## src/rtl/addbit_pkg.sv

```systemverilog
// Shared helpers for the pipelined chunked adder: reference chunk adder and
// parameter legality check used at elaboration.
package addbit_pkg;

  localparam int MAX_CHUNK = 64;

  // Returns {carry_out, sum}; callers zero-extend narrower chunks, so the
  // carry lands at bit position CHUNK of the result.
  function automatic logic [MAX_CHUNK:0] chunk_add(
    input logic [MAX_CHUNK-1:0] a,
    input logic [MAX_CHUNK-1:0] b,
    input logic                 ci
  );
    return {1'b0, a} + {1'b0, b} + {{MAX_CHUNK{1'b0}}, ci};
  endfunction

  function automatic bit params_legal(input int width, input int stages);
    return (width >= 1) && (stages >= 1) && (stages <= width) &&
           ((width % stages) == 0) && ((width / stages) <= MAX_CHUNK);
  endfunction

endpackage

```

## src/rtl/addbit_slice.sv

```systemverilog
// Combinational W-bit ripple adder made of chained full-adder (addbit) cells.
module addbit_slice
  import addbit_pkg::*;
#(
  parameter int W = 4
) (
  input  logic [W-1:0] a_i,
  input  logic [W-1:0] b_i,
  input  logic         ci_i,
  output logic [W-1:0] s_o,
  output logic         co_o
);

  logic                 carry;
  logic [MAX_CHUNK:0]   ref_sum;

  always_comb begin
    carry = ci_i;
    s_o   = '0;
    for (int i = 0; i < W; i++) begin
      s_o[i] = a_i[i] ^ b_i[i] ^ carry;
      carry  = (a_i[i] & b_i[i]) | (carry & (a_i[i] ^ b_i[i]));
    end
    co_o = carry;
  end

  // The ripple chain must agree with the plain arithmetic reference.
  always_comb begin
    ref_sum = chunk_add(MAX_CHUNK'(a_i), MAX_CHUNK'(b_i), ci_i);
    assert (ref_sum == (MAX_CHUNK + 1)'({co_o, s_o}));
  end

endmodule

```

## src/rtl/addbit_pipe.sv

```systemverilog
// WIDTH-bit adder whose carry chain is cut into STAGES registered chunks,
// with a valid/ready pipeline that collapses bubbles.
module addbit_pipe
  import addbit_pkg::*;
#(
  parameter int WIDTH  = 8,
  parameter int STAGES = 2
) (
  input  logic             clk,
  input  logic             rst_n,
  input  logic             in_valid,
  output logic             in_ready,
  input  logic [WIDTH-1:0] a,
  input  logic [WIDTH-1:0] b,
  input  logic             ci,
  output logic             out_valid,
  input  logic             out_ready,
  output logic [WIDTH-1:0] sum,
  output logic             co,
  output logic             ovf
);

  localparam int CHUNK = WIDTH / STAGES;
  localparam int MSB   = WIDTH - 1;

  if (!params_legal(WIDTH, STAGES)) begin : g_param_err
    $error("addbit_pipe: WIDTH must be a multiple of STAGES with 1 <= STAGES <= WIDTH");
  end

  // Handshake: a beat moves on every edge where valid & ready are both high;
  // stage k is ready when it is empty or the stage after it is ready, so
  // in_ready follows out_ready combinationally through the chain.
  for (genvar k = 0; k < STAGES; k++) begin : g_stage
    logic             v_q, v_d, c_q, c_d;
    logic [WIDTH-1:0] a_q, a_d, b_q, b_d, s_q, s_d;
    logic             v_in, c_in;
    logic [WIDTH-1:0] a_in, b_in, s_in;
    logic [CHUNK-1:0] chunk_s;
    logic             chunk_c;
    logic             rdy;
    logic             rdy_next;

    if (k == 0) begin : g_src
      assign v_in = in_valid;
      assign a_in = a;
      assign b_in = b;
      assign c_in = ci;
      assign s_in = '0;
    end else begin : g_src
      assign v_in = g_stage[k-1].v_q;
      assign a_in = g_stage[k-1].a_q;
      assign b_in = g_stage[k-1].b_q;
      assign c_in = g_stage[k-1].c_q;
      assign s_in = g_stage[k-1].s_q;
    end

    if (k == STAGES - 1) begin : g_rdy
      assign rdy_next = out_ready;
    end else begin : g_rdy
      assign rdy_next = g_stage[k+1].rdy;
    end

    assign rdy = !v_q || rdy_next;

    addbit_slice #(.W(CHUNK)) u_slice (
      .a_i  (a_in[k*CHUNK +: CHUNK]),
      .b_i  (b_in[k*CHUNK +: CHUNK]),
      .ci_i (c_in),
      .s_o  (chunk_s),
      .co_o (chunk_c)
    );

    always_comb begin
      v_d = v_q;
      a_d = a_q;
      b_d = b_q;
      c_d = c_q;
      s_d = s_q;
      if (rdy) begin
        v_d = v_in;
        a_d = a_in;
        b_d = b_in;
        c_d = chunk_c;
        s_d = s_in;
        s_d[k*CHUNK +: CHUNK] = chunk_s;
      end
    end

    always_ff @(posedge clk or negedge rst_n) begin
      if (!rst_n) begin
        v_q <= 1'b0;
        a_q <= '0;
        b_q <= '0;
        c_q <= 1'b0;
        s_q <= '0;
      end else begin
        v_q <= v_d;
        a_q <= a_d;
        b_q <= b_d;
        c_q <= c_d;
        s_q <= s_d;
      end
    end
  end

  assign in_ready  = g_stage[0].rdy;
  assign out_valid = g_stage[STAGES-1].v_q;
  assign sum       = g_stage[STAGES-1].s_q;
  assign co        = g_stage[STAGES-1].c_q;
  // Signed overflow: like-signed operands yielding a result of the other sign.
  assign ovf       = (g_stage[STAGES-1].a_q[MSB] == g_stage[STAGES-1].b_q[MSB]) &&
                     (g_stage[STAGES-1].s_q[MSB] != g_stage[STAGES-1].a_q[MSB]);

endmodule

```

## config.mk

```make
export PLATFORM = sky130hd
export DESIGN_NAME = addbit_pipe
export DESIGN_NICKNAME = d
export VERILOG_FILES = /design/src/rtl/addbit_pkg.sv /design/src/rtl/addbit_slice.sv /design/src/rtl/addbit_pipe.sv
export SDC_FILE = /design/constraint.sdc
export NUM_CORES = 1
export LEC_CHECK = 0
export ABC_AREA = 0
export CORE_AREA = 4 4 65 67
export DETAILED_ROUTE_END_ITERATION = 8
export DIE_AREA = 0 0 69 71
export PLACE_DENSITY = 0.61
export SYNTH_ARGS = -nofsm -noshare
export SYNTH_HDL_FRONTEND = slang
export SYNTH_HIERARCHICAL = 1
export SYNTH_SLANG_ARGS = --single-unit
```

## constraint.sdc

```tcl
create_clock -name clk -period 2.1 [get_ports clk]
set_input_delay 0.42 -clock clk [delete_from_list [all_inputs] [get_ports clk]]
set_output_delay 0.42 -clock clk [all_outputs]
set_load 0.03 [all_outputs]
```

# == Yosys cells after proc, flatten, opt, wreduce, memory -nomap -nowiden ==
# Index checks and enable logic that the tools add are counted.
# totals
ram_bits,0
inputBits,21
word_cells,57
mem_count,0
register_bits,48
latchBits,0
rom_bits,0
output_inout_bits,12
# classes
muxes,0
n_div,0
reduce_logical,5
eq_ne,2
n_shift,0
order_cmp,0
bitwise_logic,40
multipliers,0
add_sub_neg,0
# op_table
cell,count
$and 1x1->1,16
$xor 1x1->1,16
$or 1x1->1,8
$logic_not 1->1,2
$logic_or 1x1->1,2
$eq 1x1->1,1
$logic_and 1x1->1,1
$ne 1x1->1,1

# == Longest topological paths before layout ==
# Gate-level depths: netlist of run 1.
# logic_depth
depth_word,9
mapped_depth,9
depth_no_buf,9

# == By module ==
# The synthesis of run 1 kept the hierarchy.
# by_module_without_submodules
mod,seq_area_each_um2,instances,cells_each,area_per_inst_um2
addbit_pipe,650.6,1,59,988.4
addbit_slice,0.0,2,14,117.6

# == Worst setup path before layout of run 1 ==
# OpenSTA, ideal clock, no wires.
# synth_timing
kind,in2reg
startpoint,input a[0]
endpoint,register g_stage[0].s_q[3]
setup_time_ns,0.064
setup_slack_ns,-0.013
t_arrival_ns,2.049
path_buffers,0
t_required_ns,2.036
stages,9
cell_sequence,fa_1 inv_1 fa_1 inv_1 fa_1 inv_1 fa_1 inv_1 mux2_2
# synth_between
elab_chain_cells,8
elab_cells_between_ends,9
cone_classes,bitwise (9)
# synth_rtl
item,line,source
from (decl),addbit_pipe.sv:13,"input logic [WIDTH-1:0] a,"
$xor 1x1->1,addbit_slice.sv:22,carry = (a_i[i] & b_i[i]) | (carry & (a_i[i] ^ b_i[i]));
$and 1x1->1,addbit_slice.sv:22,
$or 1x1->1 (*),addbit_slice.sv:22,
$and 1x1->1 (*),addbit_slice.sv:22,
$or 1x1->1 (*),addbit_slice.sv:22,
$and 1x1->1 (*),addbit_slice.sv:22,
$or 1x1->1 (*),addbit_slice.sv:22,
$xor 1x1->1 (*),addbit_slice.sv:21,s_o[i] = a_i[i] ^ b_i[i] ^ carry;
net g_stage[0].chunk_s[3],addbit_pipe.sv:38,logic [CHUNK-1:0] chunk_s;
to (signal assigned),addbit_pipe.sv:95,s_q <= '0;
to (signal assigned),addbit_pipe.sv:101,s_q <= s_d;
to (decl),addbit_pipe.sv:35,"logic [WIDTH-1:0] a_q, a_d, b_q, b_d, s_q, s_d;"
# Mark *: on every way through the listed nets, which the timed path passes. The rest lies on a longest branch.
# A chain may end at the register's enable or synchronous reset.

# == Worst setup path in the final report of run 1 ==
# layout_timing
startpoint,register g_stage[0].a_q[4]
endpoint,"register g_stage[1].s_q[7], in the netlist sum[7]"
# layout_between
elab_chain_cells,8
elab_cells_between_ends,9
cone_classes,bitwise (9)
# layout_rtl
item,line,source
from (decl),addbit_pipe.sv:35,
from (signal assigned),addbit_pipe.sv:92,a_q <= '0;
from (signal assigned),addbit_pipe.sv:98,a_q <= a_d;
$xor 1x1->1,addbit_slice.sv:22,
$and 1x1->1,addbit_slice.sv:22,
$or 1x1->1 (*),addbit_slice.sv:22,
$and 1x1->1 (*),addbit_slice.sv:22,
$or 1x1->1 (*),addbit_slice.sv:22,
$and 1x1->1 (*),addbit_slice.sv:22,
$or 1x1->1 (*),addbit_slice.sv:22,
$xor 1x1->1 (*),addbit_slice.sv:21,
net g_stage[1].chunk_s[3],addbit_pipe.sv:38,
to (signal assigned),addbit_pipe.sv:95,
to (signal assigned),addbit_pipe.sv:101,
to (decl),addbit_pipe.sv:35,
# Marked as above.

==> results of run 1 <==
## layout by cell type, fill, tap and decap left out, drive strengths merged
| cell | count |
|---|---|
| buf | 7 |
| clkbuf | 3 |
| clkdlybuf4s50 | 25 |
| dfrtp | 26 |
| dlygate4sd2 | 2 |
| dlymetal6s2s | 1 |
| fa | 8 |
| inv | 20 |
| mux2 | 24 |
| nand2 | 1 |
| nand2b | 4 |
| nand3b | 1 |
| o22ai | 1 |
## routing by layer
metal,vias up,track usage [%],routed length [um]
li1,341,-,-
met1,369,9.634,818
met2,18,16.74,1091
met3,4,1.989,85
met4,0,5.857,51
met5,-,0,0
## state kept, by name, indices dropped and copies added (netlist names)
name         flops
g_stage.a_q      5
co               1
g_stage.b_q      5
g_stage.v_q      1
g_stage.c_q      1
sum              8
g_stage.s_q      4
out_valid        1
## what timing repair did
item,CTS,global route
resized for setup,27,1
hold buffers,0,0
pin swaps,6,2
setup buffers,0,0
endpoints found under the setup margin,5,3
## cells by family (layout without fill, tap and decap cells)
logic type | after synthesis | in the layout | synth area share [%]
compound gates | 1 | 1 | 0.5116
fa+ha+maj | 8 | 8 | 13.09
buf+inv | 22 | 58 | 7.157
flops | 26 | 26 | 53.17
mux | 24 | 24 | 22.09
simple gates | 6 | 6 | 3.987
## layout make-up
class                   instances  share of cell area, %
clock buffers                   3                  2.492
inverters                      20                  4.532
multi-input cells              39                  30.44
flip-flops and latches         26                  39.27
well taps                      48                  3.625
repair buffers                 35                  19.64
## metrics by stage
| step | setup WS (ns) | cell area, sq um |
|---|---|---|
| after floorplan | -0.01296 | 1224 |
| after global routing | -0.09831 | 1657 |
| after detailed placement | -0.5584 | 1612 |
| after global placement | -0.5294 | 1612 |
| final | -0.01511 | 1657 |
| after CTS | -0.04939 | 1654 |
## worst max-delay path by stage
| stage | startpoint | end | slack [ns] | cells after the start |
|---|---|---|---|---|
| floorplan | a[0] | g_stage[0].s_q[3] | -0.01 | 9 |
| global placement | a[0] | g_stage[0].s_q[3] | -0.53 | 10 |
| detailed placement | b[0] | g_stage[0].s_q[3] | -0.56 | 10 |
| CTS | g_stage[0].c_q | sum[7] | -0.05 | 9 |
| global route | g_stage[0].a_q[4] | sum[7] | -0.1 | 9 |
| finish | g_stage[0].a_q[4] | sum[7] | -0.02 | 9 |
## power groups by stage
stage / Combinational, uW / Clock [uW] / Sequential, uW
after floorplan: 187 / 0 / 793
after global placement: 532 / 0 / 676
after detailed placement: 540 / 0 / 681
after CTS: 553 / 277 / 671
after global routing: 585 / 307 / 684
final: 541 / 265 / 668
==> reports/results.ini, run 1 <==
[status]
status=complete, but fails checks
violations=setup timing

[finish]
fin_cells=171
multi_input_area_sq_um=504.2
fill_cells=365
diodes=0
regArea_sq_um=650.6
areaGrowthSynthToFinish_pct=35.38
fin_util_pct=45.59
nets=154
drive_gt1_share_pct=31.71

[worst_setup_path]
rrSetupSlack_ns=-0.02
worst_setup_path_start_kind=flop
slowest_stage=fa_1
critPathCaptureType=flop
path_delay_family=adder cells
critical_path.cell_chain=fa_2, inv_2, fa_2, inv_2, fa_2, inv_2, fa_1, inv_1, mux2_4
worstReg2RegEnd=sum[7]
cp.required_ns=2.25
worst-path-buf-inv=4
worst_path_largest_cell_delay_ns=0.47
cp_max_fo=2
arrival_ns=2.26
ff2ff_path_depth=9
critPathKind=reg -> reg
r2r-start=g_stage[0].a_q[4]

[timing]
max_freq_mhz=472.8
rsz0062_at_grt=true
period_needed_ns=2.115
max_slew_margin_pct=78.56
hold_ws_ns=0.4885
setup_tns_ns=-0.01511
hold_violations=0
layout_setup_ws_ns=-0.01511
skew_ns=0.004218
finalCritPeriodShare_pct=100.7
slew_viol_final=0
worst_pin_slew_ns=0.3211
setup_viol=1

[yosys]
ys_async_sr_fraction_pct=100.0
synth-seq-cells=26
synth_edf_count=0
yosysWarningCount=6
avgSynthCellArea_sq_um=14.07
synth.largest_area_cell=dfrtp_1
yosysTopAreaCellShare_pct=53.17
ys_seq_area_share_pct=53.17
synth.area.top_cells=dfrtp_1, mux2_2, fa_1, mux2_1, inv_1
synth_flop_cell=dfrtp_1
yosysMostFrequentCell=dfrtp_1
synth_area_sq_um=1224
synth.top_cells.by_count=dfrtp_1, inv_1, mux2_2, fa_1, mux2_1
synth.net_count=116
syn_inst=87
synth.distinct_cells=11

[place]
dpl.cell_count=168
gp_routability_congestion=0.7059
portBuffers=32
dpl.hpwl_um=1607

[clock_tree]
cts.sink_count=26
htree_levels=1
clock_latency_ns=0.26
cts_buffers=3
root_buffer=clkbuf_8
cts_tree=yes
clkTransAtPathRegs_ns=0.08
cts.path.max_buffers=2

[global_routing]
grt_pass1_wl_um=3553
grtUsageTotal_pct=9.222
antenna_found_initial=0
first_global_vias=794
grt_max_degree=27
grt_overflow=0

[floorplan]
core_sq_um=3633
die_x_um=69
die-area_sq_um=4899
die_y_um=71
fp-row-count=22
start_util_pct=33.68
ios=33

[power_and_ir_drop]
p_leak_uw=0.0007612
power.density_nw_per_um2=889.7
power_uw=1474
p_int_uw=1005
peakVddDrop_mv=0.2871
swShare_pct=31.83
combPwrFrac_pct=36.7
p_sw_uw=469.2
pwr-share-seq_pct=45.3
p_clk_share_pct=18.0

[flow_run]
maxCapViolCount=0

[route]
routed_wl_um=2046
vias_per_cell=4.281
drtIter0Drc=26
wl_per_cell_um=11.96
num_vias=732
firstDrtPassIters=3
drc=0
postRouteAntennaNets=0

[hold_path]
hold_path_class=reg -> reg
hp-start=g_stage[0].s_q[1]
worstHoldPathCells=1
holdPathEnd=g_stage[0].s_q[1]

Power figures use the tool's default switching activity.
==> inputs of run 2 (changes only) <==
--- a/config.mk
+++ b/config.mk
@@ -6,10 +6,12 @@
 export NUM_CORES = 1
 export LEC_CHECK = 0
 export ABC_AREA = 0
-export CORE_AREA = 4 4 65 67
+export CELL_PAD_IN_SITES_DETAIL_PLACEMENT = 0
+export CELL_PAD_IN_SITES_GLOBAL_PLACEMENT = 2
+export CORE_AREA = 4 4 72 74
 export DETAILED_ROUTE_END_ITERATION = 8
-export DIE_AREA = 0 0 69 71
-export PLACE_DENSITY = 0.61
+export DIE_AREA = 0 0 76 78
+export PLACE_DENSITY = 0.71
 export SYNTH_ARGS = -nofsm -noshare
 export SYNTH_HDL_FRONTEND = slang
 export SYNTH_HIERARCHICAL = 1
==> run 2 against run 1 <==
Net effect: the run still ends with setup timing left; critical path depth did not move; combinational power grew 1%; sequential cell count did not move; worst hold slack gained 0.0058 ns; critical path type unchanged; largest cell class unchanged; largest power group unchanged.
==> reports/results.ini, run 2 (synthesized netlist as in run 1, its figures left out) <==
[timing]
max_slew_margin_pct=76.98
skew_ns=0.001572
worst_pin_slew_ns=0.3442
max_freq_mhz=470.9
setup_tns_ns=-0.02355
rsz0062_at_grt=true
period_needed_ns=2.124
slew_viol_final=0
hold_violations=0
finalCritPeriodShare_pct=101.1
setup_viol=1
layout_setup_ws_ns=-0.02355

[floorplan]
start_util_pct=26.61
die-area_sq_um=5928
die_y_um=78
ios=33
core_sq_um=4598
fp-row-count=25
die_x_um=76

[clock_tree]
cts_tree=yes
htree_levels=1
root_buffer=clkbuf_8
cts_buffers=3
clock_latency_ns=0.27
cts.sink_count=26
clkTransAtPathRegs_ns=0.09
cts.path.max_buffers=2
cts_hold_buf=0

[finish]
areaGrowthSynthToFinish_pct=37.83
largest_register_ffs=8
multi_input_area_sq_um=504.2
regArea_sq_um=650.6
diodes=0
drive_gt1_share_pct=33.60
final_area_sq_um=1687
layout_common_cells=dfrtp_1, clkdlybuf4s50_1, mux2_2, inv_1, mux2_1
nets=155
fill_cells=448

[route]
dr_wl_met2_um=977
drc=0
firstDrtPassIters=2
vias_per_cell=4.151
postRouteAntennaNets=0
num_vias=743
wl_met3_um=185
drtIter0Drc=10
wl_per_cell_um=11.90
highest_layer=met4
wl_met1_um=933
routed_wl_um=2130

[status]
violations=setup timing
status=complete, but fails checks

[power_and_ir_drop]
power.density_nw_per_um2=909.7
power_uw=1534
peakVddDrop_mv=0.3173
p_leak_uw=0.0007663

[global_routing]
grtUsageTotal_pct=7.821
grt_pass1_wl_um=3684
grt_max_degree=27
first_global_vias=793
grt_overflow=0
antenna_found_initial=0

[worst_setup_path]
critPathCaptureType=flop
worstReg2RegEnd=sum[7]
r2r-start=g_stage[0].a_q[4]
critPathKind=reg -> reg
critPathLaunch=g_stage[0].a_q[4]
cp.required_ns=2.32
cp_max_fo=2
worst_setup_path_start_kind=flop
endpoint=sum[7]
ff2ff_path_depth=9
rrSetupSlack_ns=-0.02
arrival_ns=2.34

[place]
place_area_sq_um=1619
gp_routability_congestion=0.6806
portBuffers=32
dpl.hpwl_um=1663
dpl_worst_slack_ns=-0.5742

[hold_path]
worstHoldPathCells=1
hold_path_class=reg -> reg

[flow_run]
maxCapViolCount=0

-- run 2: worst min-delay path by stage --
stage	slack, ns	endpoint	start
6_report	0.49	g_stage[0].s_q[1]	g_stage[0].s_q[1]
5_1_grt	0.51	g_stage[0].s_q[0]	g_stage[0].s_q[0]
4_1_cts	0.50	g_stage[0].s_q[0]	g_stage[0].s_q[0]
3_5_place_dp	0.48	g_stage[0].s_q[0]	g_stage[0].s_q[0]
3_3_place_gp	0.46	g_stage[0].s_q[2]	g_stage[0].s_q[2]
2_1_floorplan	0.12	co	rst_n
-- run 2: routing by layer --
layer  up-vias  GRT usage [%]
met3         5          3.132
met5         -              0
met2        24          11.90
li1        344              -
met4         0          3.203
met1       370          9.804
-- run 2: repair_timing --
| item | CTS | global route |
|---|---|---|
| setup endpoints to repair | 5 | 3 |
| buffers inserted | 1 | 0 |
| gates resized for setup | 17 | 8 |
| pin swaps | 5 | 5 |
-- run 2: critical path, cell delays in order, from the launching register on --
cell and delay, ns:
dfrtp_1 0.41, fa_2 0.39, inv_2 0.06, fa_2 0.18, inv_2 0.04, fa_2 0.35
inv_2 0.06, fa_1 0.39, inv_1 0.06, mux2_4 0.13
-- run 2: layout make-up --
| cell class | count | area share, % |
|---|---|---|
| Timing Repair Buffer | 36 | 19.81 |
| Sequential cell | 26 | 38.58 |
| Tap cell | 54 | 4.006 |
| Clock buffer | 4 | 3.264 |
| Inverter | 20 | 4.451 |
| Multi-Input combinational cell | 39 | 29.90 |
-- run 2: metrics by stage --
| stage | hold WS, ns | utilization, % | cells |
|---|---|---|---|
| finish | 0.4943 | 36.68 | 179 |
| global route | 0.5136 | 36.68 | 179 |
| CTS | 0.4980 | 36.84 | 179 |
| detailed placement | 0.4772 | 35.21 | 174 |
| global placement | 0.4618 | 35.21 | 174 |
| floorplan | 0.1244 | - | 87 |
-- run 2: where the power goes --
part,switching (uW),leakage [uW],internal (uW)
clock,152,0.0000288,168
sequential,60.8,0.000301,605
combinational,273,0.000437,276
